## config.mk

```make
export PLATFORM = sky130hd
export DESIGN_NAME = execute_stage
export DESIGN_NICKNAME = d
export VERILOG_FILES = /design/src/rtl/execute_stage_pkg.sv /design/src/rtl/execute_stage_forward_mux.sv /design/src/rtl/execute_stage.sv
export SDC_FILE = /design/constraint.sdc
export NUM_CORES = 1
export LEC_CHECK = 0
export CORE_MARGIN = 1
export CORE_UTILIZATION = 59
export CTS_CLUSTER_SIZE = 16
export DETAILED_ROUTE_END_ITERATION = 8
export HOLD_SLACK_MARGIN = 0.03
export PLACE_DENSITY = 0.89
export SYNTH_ARGS = -nofsm -noshare
export SYNTH_HDL_FRONTEND = slang
export SYNTH_SLANG_ARGS = --single-unit
```

## constraint.sdc

```tcl
create_clock -name clk -period 7.63 [get_ports clk]
set_clock_uncertainty 0.1 [all_clocks]
set_input_delay 1.526 -clock clk [delete_from_list [all_inputs] [get_ports clk]]
set_output_delay 1.526 -clock clk [all_outputs]
set_load 0.01 [all_outputs]
```

## src/rtl/execute_stage_pkg.sv

```systemverilog
// Shared definitions for the EX stage: default widths,
// ALU opcodes and condition-code bit positions.
package execute_stage_pkg;

    localparam int DEF_DATA_W = 16;
    localparam int DEF_ADDR_W = 3;

    localparam logic [2:0] ALU_NOP = 3'd0;
    localparam logic [2:0] ALU_MOV = 3'd1;
    localparam logic [2:0] ALU_ADD = 3'd2;
    localparam logic [2:0] ALU_SUB = 3'd3;
    localparam logic [2:0] ALU_AND = 3'd4;
    localparam logic [2:0] ALU_OR  = 3'd5;
    localparam logic [2:0] ALU_NOT = 3'd6;
    localparam logic [2:0] ALU_INC = 3'd7;

    localparam int FLAG_Z = 2;
    localparam int FLAG_N = 1;
    localparam int FLAG_C = 0;

endpackage

```

## src/rtl/execute_stage_forward_mux.sv

```systemverilog
// Operand bypass select: EX/MEM result, then write-back data,
// then the register-file value. Also exposes the raw EX/MEM
// address match so the top can build the load-use hazard term.
// Ports: src_data/src_addr in, EX/MEM and WB bypass sources in,
//        data out (selected operand), exmem_match out.
module forward_mux #(
    parameter int DATA_W = 16,
    parameter int ADDR_W = 3
) (
    input  logic [DATA_W-1:0] src_data,
    input  logic [ADDR_W-1:0] src_addr,
    input  logic              exmem_fwd_ok,
    input  logic [ADDR_W-1:0] exmem_dest,
    input  logic [DATA_W-1:0] exmem_result,
    input  logic              wb_reg_write,
    input  logic [ADDR_W-1:0] wb_addr,
    input  logic [DATA_W-1:0] wb_data,
    output logic [DATA_W-1:0] data,
    output logic              exmem_match
);

    logic wb_match;

    assign exmem_match = (exmem_dest == src_addr);
    assign wb_match    = wb_reg_write && (wb_addr == src_addr);

    // EX/MEM holds the newer value, so it beats write-back.
    always_comb begin
        data = src_data;
        if (exmem_fwd_ok && exmem_match)
            data = exmem_result;
        else if (wb_match)
            data = wb_data;
    end

endmodule

```

## src/rtl/execute_stage.sv

```systemverilog
// EX stage: operand forwarding, 16-bit ALU, condition codes
// and the EX/MEM pipeline register feeding the memory stage.
// Ports: clk, reset (async, active low); register-file operands
//        and addresses; control (alu_op, dest, rd/wr enables,
//        stall, flush); write-back bypass; exmem_* register
//        outputs, flags {Z,N,C}, combinational load_use_hazard.
module execute_stage
    import execute_stage_pkg::*;
#(
    parameter int DATA_W = DEF_DATA_W,
    parameter int ADDR_W = DEF_ADDR_W
) (
    input  logic              clk,
    input  logic              reset,
    input  logic [DATA_W-1:0] src1_data,
    input  logic [DATA_W-1:0] src2_data,
    input  logic [ADDR_W-1:0] src1_addr,
    input  logic [ADDR_W-1:0] src2_addr,
    input  logic              one_operand,
    input  logic [2:0]        alu_op,
    input  logic [ADDR_W-1:0] dest_addr,
    input  logic              reg_write_in,
    input  logic              mem_write_in,
    input  logic              mem_read_in,
    input  logic              stall,
    input  logic              flush,
    input  logic              wb_reg_write,
    input  logic [ADDR_W-1:0] wb_addr,
    input  logic [DATA_W-1:0] wb_data,
    output logic [DATA_W-1:0] exmem_result,
    output logic [DATA_W-1:0] exmem_store_data,
    output logic [ADDR_W-1:0] exmem_dest,
    output logic              exmem_reg_write,
    output logic              exmem_mem_write,
    output logic              exmem_mem_read,
    output logic [2:0]        flags,
    output logic              load_use_hazard
);

    logic              exmem_fwd_ok;
    logic [DATA_W-1:0] fwd1;
    logic [DATA_W-1:0] fwd2;
    logic              match1;
    logic              match2;
    logic [DATA_W-1:0] op_a;
    logic [DATA_W-1:0] op_b;

    // A pending load has no data yet; it must not be bypassed.
    assign exmem_fwd_ok = exmem_reg_write && !exmem_mem_read;

    forward_mux #(.DATA_W(DATA_W), .ADDR_W(ADDR_W)) u_fwd1 (
        .src_data     (src1_data),
        .src_addr     (src1_addr),
        .exmem_fwd_ok (exmem_fwd_ok),
        .exmem_dest   (exmem_dest),
        .exmem_result (exmem_result),
        .wb_reg_write (wb_reg_write),
        .wb_addr      (wb_addr),
        .wb_data      (wb_data),
        .data         (fwd1),
        .exmem_match  (match1)
    );

    forward_mux #(.DATA_W(DATA_W), .ADDR_W(ADDR_W)) u_fwd2 (
        .src_data     (src2_data),
        .src_addr     (src2_addr),
        .exmem_fwd_ok (exmem_fwd_ok),
        .exmem_dest   (exmem_dest),
        .exmem_result (exmem_result),
        .wb_reg_write (wb_reg_write),
        .wb_addr      (wb_addr),
        .wb_data      (wb_data),
        .data         (fwd2),
        .exmem_match  (match2)
    );

    assign op_a = fwd1;
    assign op_b = one_operand ? fwd1 : fwd2;

    assign load_use_hazard = exmem_mem_read && exmem_reg_write &&
                             (match1 || (!one_operand && match2));

    logic              is_mem;
    logic [DATA_W:0]   a_x;
    logic [DATA_W:0]   b_x;
    logic [DATA_W:0]   sum;
    logic [DATA_W:0]   diff;
    logic [DATA_W:0]   incr;
    logic [DATA_W-1:0] result;
    logic [2:0]        next_flags;

    assign is_mem = mem_read_in || mem_write_in;
    assign a_x    = {1'b0, op_a};
    assign b_x    = {1'b0, op_b};
    assign sum    = a_x + b_x;
    assign diff   = a_x - b_x;
    assign incr   = a_x + (DATA_W+1)'(1);

    always_comb begin
        result     = '0;
        next_flags = flags;
        if (is_mem) begin
            result = op_a;
        end else begin
            unique case (alu_op)
                ALU_NOP: result = '0;
                ALU_MOV: result = op_a;
                ALU_ADD: begin
                    result             = sum[DATA_W-1:0];
                    next_flags[FLAG_C] = sum[DATA_W];
                end
                ALU_SUB: begin
                    result             = diff[DATA_W-1:0];
                    // Top bit of the widened difference is the borrow.
                    next_flags[FLAG_C] = diff[DATA_W];
                end
                ALU_AND: result = op_a & op_b;
                ALU_OR:  result = op_a | op_b;
                ALU_NOT: result = ~op_a;
                ALU_INC: begin
                    result             = incr[DATA_W-1:0];
                    next_flags[FLAG_C] = incr[DATA_W];
                end
                default: result = '0;
            endcase
            if (alu_op != ALU_NOP && alu_op != ALU_MOV) begin
                next_flags[FLAG_Z] = (result == '0);
                next_flags[FLAG_N] = result[DATA_W-1];
            end
        end
    end

    always_ff @(posedge clk or negedge reset) begin
        if (!reset) begin
            exmem_result     <= '0;
            exmem_store_data <= '0;
            exmem_dest       <= '0;
            exmem_reg_write  <= 1'b0;
            exmem_mem_write  <= 1'b0;
            exmem_mem_read   <= 1'b0;
            flags            <= 3'b000;
        end else if (flush) begin
            exmem_result     <= '0;
            exmem_store_data <= '0;
            exmem_dest       <= '0;
            exmem_reg_write  <= 1'b0;
            exmem_mem_write  <= 1'b0;
            exmem_mem_read   <= 1'b0;
        end else if (!stall) begin
            exmem_result     <= result;
            exmem_store_data <= op_b;
            exmem_dest       <= dest_addr;
            exmem_reg_write  <= reg_write_in;
            exmem_mem_write  <= mem_write_in;
            exmem_mem_read   <= mem_read_in;
            flags            <= next_flags;
        end
    end

endmodule
```

==> flow_summary.json, run 1 <==
{
  "leakage_nw": 3.353,
  "max_freq_mhz": 141.7,
  "synth.area.top_cells": "dfrtp_1, ha_1, a21oi_1, nor2_1, mux2i_1",
  "grt_pass1_wl_um": 33020,
  "cts_inserted_buffers": 5,
  "synth_edf_count": 0,
  "status": "finished clean",
  "die_area_um2": 10660,
  "ys_ff_latch": 41,
  "worst-path-max-fanout": 17,
  "slew_viol_final": 0,
  "r2r_slack_ns": 2.02,
  "maxCapViolations": 0,
  "ant_nets": 0,
  "drive_above_1_share_pct": 6.738,
  "period_share_pct": 92.46,
  "final_hold_viol_count": 0,
  "cts_htree_levels": 2,
  "hold_path.class": "flip-flop to flip-flop",
  "cts.sink_count": 41,
  "wl_um": 21320,
  "syn2layout_area_growth_pct": 21.60,
  "peakVddDrop_mv": 0.1373,
  "whs_ns": 0.4318,
  "diodes": 0,
  "avgSynthCellArea_um2": 7.158,
  "max_slew_margin_pct": 35.66,
  "async_reset_ff_share_pct": 100.0,
  "tns_ns": 0,
  "antenna_found_initial": 0,
  "avgViaCountPerCell": 6.544,
  "die_x_um": 103.3,
  "yosys.area.top_type_share_pct": 16.96,
  "worst-slew-pin-transition_ns": 0.9650,
  "synth_top_area_cell": "dfrtp_1",
  "crit_arrival_ns": 7.19,
  "worst-setup-path-type": "input port to flip-flop",
  "nNetsFinal": 1057,
  "critical_path_required_ns": 7.77,
  "vias": 6989,
  "crit_family": "compound AO/OA/AOI/OAI gates",
  "powerDensity_nw_per_um2": 132.1,
  "top_level_ports": 114,
  "io_buffer_count": 113,
  "grt_usage_pct": 40.63,
  "seq_area_frac_synth_pct": 16.96,
  "drt_first_iter_violations": 731,
  "cp_cell_sequence": "clkdlybuf4s50_1, xor2_1, or4_1, buf_4, a211o_1, o21a_2, a21oi_1, inv_1, ha_1, a21o_1, a21o_1, a21oi_1, a21bo_2, a21boi_0, mux2_2, a31oi_1, o211ai_1, nor2_1, nand4_1, o21ai_1",
  "multi_input_area_um2": 4591,
  "syn_nets": 968,
  "clock_latency_ns": 0.31,
  "gp_congestion": 1.004,
  "rsz0062_at_grt": "no",
  "grt-ovfl-total": 0,
  "clk_pin_slew_ns": 0.09,
  "end_kind": "flip-flop",
  "cts_tree": "done",
  "crit_slowest_cell": "or4_1",
  "cp-start-kind": "input port",
  "fillers": 755,
  "syn-cell-area_um2": 6048,
  "synth_warnings": 0,
  "layout.area.seq_um2": 1026,
  "place_hpwl_um": 16350,
  "ctsHoldBuffers": 0,
  "rows": 36,
  "cts_setup_buffers": 0,
  "core-area_um2": 9864,
  "route.detailed.wl_per_inst_um": 19.96,
  "grt_max_degree": 71,
  "cts-root-buf": "clkbuf_8",
  "period_minus_slack_ns": 7.055,
  "die_h_um": 103.3,
  "crit_buf_inv": 3,
  "drc": 0,
  "drt-pass1-iter-count": 7,
  "cts_buffer_depth": 2,
  "initial_core_util_pct": 61.31,
  "cpPeakStageDelay_ns": 0.69,
  "cts_resized": 0,
  "synth_ff_type": "dfrtp_1",
  "synth_cell_type_count": 81,
  "netlist_instances": 845,
  "report.final.setup_viol": 0,
  "grt_pass1_vias": 6446
}
metal layers:
metal  up-vias  track usage [%]  part of all wire (%)
met5         -                0                     0
met2       468            62.62                    44
met3        59            7.661                    12
li1       3240                -                     -
met4         0            14.73                   2.6
met1      3222            56.77                    42
worst register-to-register path, stage by stage, from the launching register on:
cell       delay [ns]
dfrtp_1          0.43
nand2b_1         0.25
or4_4            0.77
a31oi_1          0.67
a21oi_1          0.35
inv_1            0.13
ha_1             0.24
o21bai_1         0.13
a21oi_1          0.12
o21ai_0          0.29
a2111oi_0        0.22
o41ai_1          0.74
a211o_1          0.22
o221ai_1         0.12
a2111o_1         0.39
o21ai_1          0.12
a211o_1          0.15
a21oi_1          0.06
cell families (layout without fill, tap and decap cells):
| kind of cell | after synthesis | after routing | share of synthesized area (%) |
|---|---|---|---|
| buffers and inverters | 105 | 195 | 7.282 |
| DFF | 41 | 41 | 16.96 |
| AOI/OAI and AO/OA | 291 | 291 | 32.25 |
| and+or+nand+nor | 285 | 285 | 21.41 |
| muxes | 39 | 39 | 6.640 |
| adders and majority gates | 51 | 51 | 10.67 |
| xor gates and xnor gates | 33 | 33 | 4.779 |
sequential cells by signal, summed over array words and instances (netlist names):
signal            count
exmem_mem_write       1
flags                 3
exmem_dest            3
exmem_store_data     16
exmem_mem_read        1
exmem_result         16
exmem_reg_write       1
report_power, final:
group          switching (W)  leakage (nW)  total (W)  internal (W)
Sequential         0.0000192         0.547   0.000253      0.000234
Clock              0.0000857        0.0439   0.000149     0.0000633
Combinational       0.000331          2.76   0.000570      0.000239
Total               0.000436          3.35   0.000972      0.000536
synthesized netlist by cell type, types with 5 or more instances:
| cell | count |
|---|---|
| a211o_1 | 15 |
| a211oi_1 | 26 |
| a21o_1 | 7 |
| a21oi_1 | 100 |
| a221oi_1 | 5 |
| a31oi_1 | 12 |
| and3_1 | 8 |
| buf_2 | 7 |
| clkbuf_1 | 40 |
| dfrtp_1 | 41 |
| ha_1 | 50 |
| inv_1 | 50 |
| mux2_2 | 5 |
| mux2i_1 | 33 |
| nand2_1 | 73 |
| nand2b_1 | 7 |
| nand3_1 | 19 |
| nand4_1 | 11 |
| nor2_1 | 122 |
| nor3_1 | 11 |
| nor4_1 | 7 |
| o211ai_1 | 6 |
| o21a_1 | 8 |
| o21ai_0 | 39 |
| o21ai_1 | 8 |
| o21bai_1 | 6 |
| o22ai_1 | 5 |
| xnor2_1 | 21 |
| xor2_1 | 12 |
layout by cell type (no fill, tap or decap), types with 4 or more instances in the layout:
cell and count:
nor2_1 122, clkdlybuf4s50_1 111, a21oi_1 100, nand2_1 73, inv_1 50, ha_1 50, dfrtp_1 41, o21ai_0 39
mux2i_1 33, a211oi_1 26, buf_4 23, xnor2_1 21, nand3_1 19, a211o_1 15, xor2_1 12, a31oi_1 12
nand4_1 11, nor3_1 11, o21ai_1 8, o21a_1 8, and3_1 8, nand2b_1 7, nor4_1 7, a21o_1 7
o21bai_1 6, o211ai_1 6, a221oi_1 5, mux2_2 5, o22ai_1 5, clkbuf_8 5, or4_1 4, a311oi_1 4
and2_1 4, or2_2 4, nor2b_1 4, o311ai_0 4
path summary, 6_finish.rpt:
| path | startpoint | endpoint | cells after the start |
|---|---|---|---|
| setup / recovery | src1_addr[2] | flags[2]$_DFFE_PN0P_ | 20 |
| hold / removal | flags[0]$_DFFE_PN0P_ | flags[0]$_DFFE_PN0P_ | 2 |
| setup reg to reg | exmem_mem_read$_DFFE_PN0P_ | exmem_result[13]$_DFFE_PN0P_ | 17 |
| hold reg to reg | flags[0]$_DFFE_PN0P_ | flags[0]$_DFFE_PN0P_ | 2 |
| max in group asynchronous | reset | exmem_result[10]$_DFFE_PN0P_ | 1 |
| min in group asynchronous | reset | exmem_store_data[2]$_DFFE_PN0P_ | 1 |
layout make-up:
type | count | area share (%)
multi-input combinational | 699 | 62.42
timing repair buffer | 136 | 17.59
sequential | 41 | 13.95
inverter | 51 | 2.603
tap | 133 | 2.263
clock buffer | 5 | 0.9357
clock inverter | 3 | 0.2382
metrics by stage:
step	area, µm²	util [%]	power, W	setup WS, ns	cells
after detailed placement	7268	73.68	0.0008055	0.4224	1060
after CTS	7355	74.56	0.0009557	0.7315	1068
after global routing	7355	74.56	0.001025	0.3442	1068
after floorplan	6048	-	0.0006140	1.648	845
final	7355	74.56	0.0009715	0.5752	1068
after global placement	7268	73.68	0.0007941	0.5207	1060
No activity file was read; power rests on OpenSTA's default activity.
==> run 2, diff against run 1 <==
--- a/config.mk
+++ b/config.mk
@@ -5,7 +5,6 @@
 export SDC_FILE = /design/constraint.sdc
 export NUM_CORES = 1
 export LEC_CHECK = 0
-export CORE_MARGIN = 1
 export CORE_UTILIZATION = 59
 export CTS_CLUSTER_SIZE = 16
 export DETAILED_ROUTE_END_ITERATION = 8
==> results of run 2 <==
The final DEF is identical to that of run 1; final timing and power are the same.
==> run 3, diff against run 2 <==
--- a/config.mk
+++ b/config.mk
@@ -5,11 +5,12 @@
 export SDC_FILE = /design/constraint.sdc
 export NUM_CORES = 1
 export LEC_CHECK = 0
-export CORE_UTILIZATION = 59
+export CORE_UTILIZATION = 58
 export CTS_CLUSTER_SIZE = 16
 export DETAILED_ROUTE_END_ITERATION = 8
 export HOLD_SLACK_MARGIN = 0.03
-export PLACE_DENSITY = 0.89
+export PLACE_DENSITY = 0.88
 export SYNTH_ARGS = -nofsm -noshare
 export SYNTH_HDL_FRONTEND = slang
+export SYNTH_HIERARCHICAL = 1
 export SYNTH_SLANG_ARGS = --single-unit
==> run 3 against run 2 <==
Power down 2.1%. Utilization down 1.7 points. Combinational power is essentially flat. Via count fell by 4.2%. Global-route usage decreased by 1.7 points.
==> flow_summary.json, run 3 <==
{
  "cp_cell_sequence": "clkdlybuf4s50_1, xnor2_1, nand4_1, buf_4, a21oi_1, mux2i_1, ha_1, nand3_1, or4b_1, a211o_1, a31oi_1, a31oi_1, xor2_1, o21ai_1, o21ai_1, a21oi_1",
  "worst-setup-path-type": "input port to flip-flop",
  "max_freq_mhz": 150.3,
  "cts_buffer_depth": 2,
  "clk_pin_slew_ns": 0.08,
  "top_level_ports": 114,
  "slew_viol_final": 0,
  "wl_um": 20750,
  "seq_area_frac_synth_pct": 17.50,
  "diodes": 0,
  "top_regs": "exmem_result (16), exmem_store_data (16)",
  "period_minus_slack_ns": 6.653,
  "final_common_cell": "nor2_1",
  "grt_max_degree": 69,
  "p_int_w": 0.0005302,
  "p_seq_share_pct": 26.2,
  "syn2layout_area_growth_pct": 21.47,
  "crit_arrival_ns": 6.78,
  "place_inst": 1014,
  "avgSynthCellArea_um2": 7.309,
  "drt-pass1-iter-count": 5,
  "crit_slowest_cell": "ha_1",
  "cts_htree_levels": 2,
  "tns_ns": 0,
  "grt-ovfl-total": 0,
  "use_met1_pct": 46.39,
  "synth_edf_count": 0,
  "dpl_cell_area_um2": 7047,
  "total_power_w": 0.0009509,
  "fin_cells": 1020,
  "clkPwrFrac_pct": 14.2,
  "leakage_nw": 3.281,
  "rows": 36,
  "design_area_um2": 7121,
  "cts_resized": 0,
  "ys_ff_latch": 41,
  "final_hold_viol_count": 0,
  "synth_warnings": 6,
  "die_h_um": 102.5,
  "avgViaCountPerCell": 6.563,
  "vias": 6694,
  "period_share_pct": 87.19,
  "p_comb_share_pct": 59.6,
  "synth.area.top_cells": "dfrtp_1, ha_1, mux2i_1, a21oi_1, nor2_1",
  "drt_first_iter_violations": 711,
  "rsz0062_at_grt": "no",
  "cts_tree": "done",
  "peakVddDrop_mv": 0.09060,
  "maxCapViolations": 0,
  "cts_setup_buffers": 0,
  "yosys.area.top_type_share_pct": 17.50,
  "max_slew_margin_pct": 35.65,
  "cp-start-kind": "input port",
  "synth_ff_type": "dfrtp_1",
  "ant_nets": 0,
  "drive_above_1_share_pct": 5.750,
  "critical_path_required_ns": 7.75,
  "switching_share_pct": 44.25,
  "end_kind": "flip-flop",
  "syn_nets": 925,
  "worst-slew-pin-transition_ns": 0.9653,
  "die_area_um2": 10510,
  "crit_buf_inv": 2,
  "cts-root-buf": "clkbuf_8",
  "report.final.setup_viol": 0,
  "grt_usage_pct": 38.96,
  "initial_core_util_pct": 59.97,
  "synth_cell_type_count": 77,
  "drc": 0,
  "ctsHoldBuffers": 0,
  "synth_common_cells": "nor2_1, a21oi_1, mux2i_1",
  "clock_latency_ns": 0.30,
  "antenna_found_initial": 0,
  "core-area_um2": 9774,
  "async_reset_ff_share_pct": 100.0,
  "cts.sink_count": 41,
  "status": "finished clean",
  "route.detailed.wl_per_inst_um": 20.35,
  "place_hpwl_um": 15790,
  "grt_pass1_wl_um": 31650,
  "die_x_um": 102.5,
  "busiest_layer": "met2",
  "cpPeakStageDelay_ns": 0.63,
  "grt_pass1_vias": 6304,
  "p_switching_w": 0.0004208,
  "netlist_instances": 802,
  "fillers": 812,
  "cts_inserted_buffers": 5,
  "nNetsFinal": 1011,
  "grt_util_met2_pct": 67.49,
  "use_met3_pct": 6.644,
  "worst-path-max-fanout": 15,
  "synth_top_area_cell": "dfrtp_1",
  "crit_family": "compound AO/OA/AOI/OAI gates",
  "fin_util_pct": 72.85,
  "final_cell_mix": "nor2_1, clkdlybuf4s50_1, a21oi_1",
  "powerDensity_nw_per_um2": 133.5,
  "post-synth-top-count-cell": "nor2_1",
  "gp_congestion": 0.9710,
  "syn-cell-area_um2": 5862,
  "io_buffer_count": 113,
  "hold_path.class": "flip-flop to flip-flop"
}
run 3: cells by family after synthesis:
group                    count (synthesis)  synth area share [%]
flip-flops                              41                 17.50
AO/OA/AOI/OAI                          251                 27.98
AND/OR/NAND/NOR                        265                 21.43
adder cells (fa/ha/maj)                 51                 11.14
buffers and inverters                  111                 7.940
multiplexers                            63                 11.01
XOR/XNOR                                20                 2.988
run 3: layout make-up:
class / count / area [µm²] / share of cell area, %
multi-input cells: 650 / 4370 / 61.38
repair buffers: 134 / 1274 / 17.89
flip-flops and latches: 41 / 1026 / 14.41
inverters: 56 / 210.2 / 2.952
well taps: 133 / 166.4 / 2.337
clock buffers: 5 / 68.82 / 0.9664
clock inverters: 1 / 5.005 / 0.07029
run 3: final timing paths:
kind                                           start                            to  slack, ns  cells after the start
max                                     src1_addr[1]  exmem_result[14]$_DFFE_PN0P_       0.98                     16
min                             flags[0]$_DFFE_PN0P_          flags[0]$_DFFE_PN0P_       0.40                      2
max reg2reg                exmem_dest[1]$_DFFE_PN0P_  exmem_result[14]$_DFFE_PN0P_       2.23                     15
min reg2reg                     flags[0]$_DFFE_PN0P_          flags[0]$_DFFE_PN0P_       0.40                      2
max in group asynchronous                      reset   exmem_result[2]$_DFFE_PN0P_       5.55                      1
min in group asynchronous                      reset     exmem_dest[1]$_DFFE_PN0P_       1.27                      1
run 3: routing by layer:
layer / up-vias / wire length [µm] / share of wire, %
li1: 3057 / - / -
met1: 3146 / 7784 / 38
met2: 416 / 10190 / 49
met3: 75 / 1837 / 8.9
met4: 0 / 944 / 4.5
met5: - / 0 / 0
run 3: power groups by stage:
stage / clock [W] / sequential, W / combinational [W]
6_report: 0.000135 / 0.000249 / 0.000567
5_1_grt: 0.000144 / 0.000251 / 0.000611
4_1_cts: 0.000136 / 0.000249 / 0.000555
3_5_place_dp: 0 / 0.000253 / 0.000551
3_3_place_gp: 0 / 0.000252 / 0.000539
2_1_floorplan: 0 / 0.000259 / 0.000356
run 3: metrics by stage:
| step | setup slack [ns] | hold WS (ns) |
|---|---|---|
| floorplan | 2.259 | 0.4191 |
| global placement | 1.083 | 0.3793 |
| detailed placement | 0.8763 | 0.3930 |
| CTS | 1.151 | 0.4102 |
| global route | 0.7869 | 0.4377 |
| finish | 0.9770 | 0.4003 |
run 3: worst min-delay path, stage by stage, from the launching register on:
cell and delay [ns]:
dfrtp_1 0.35, nand2_1 0.05, o21ai_1 0.06
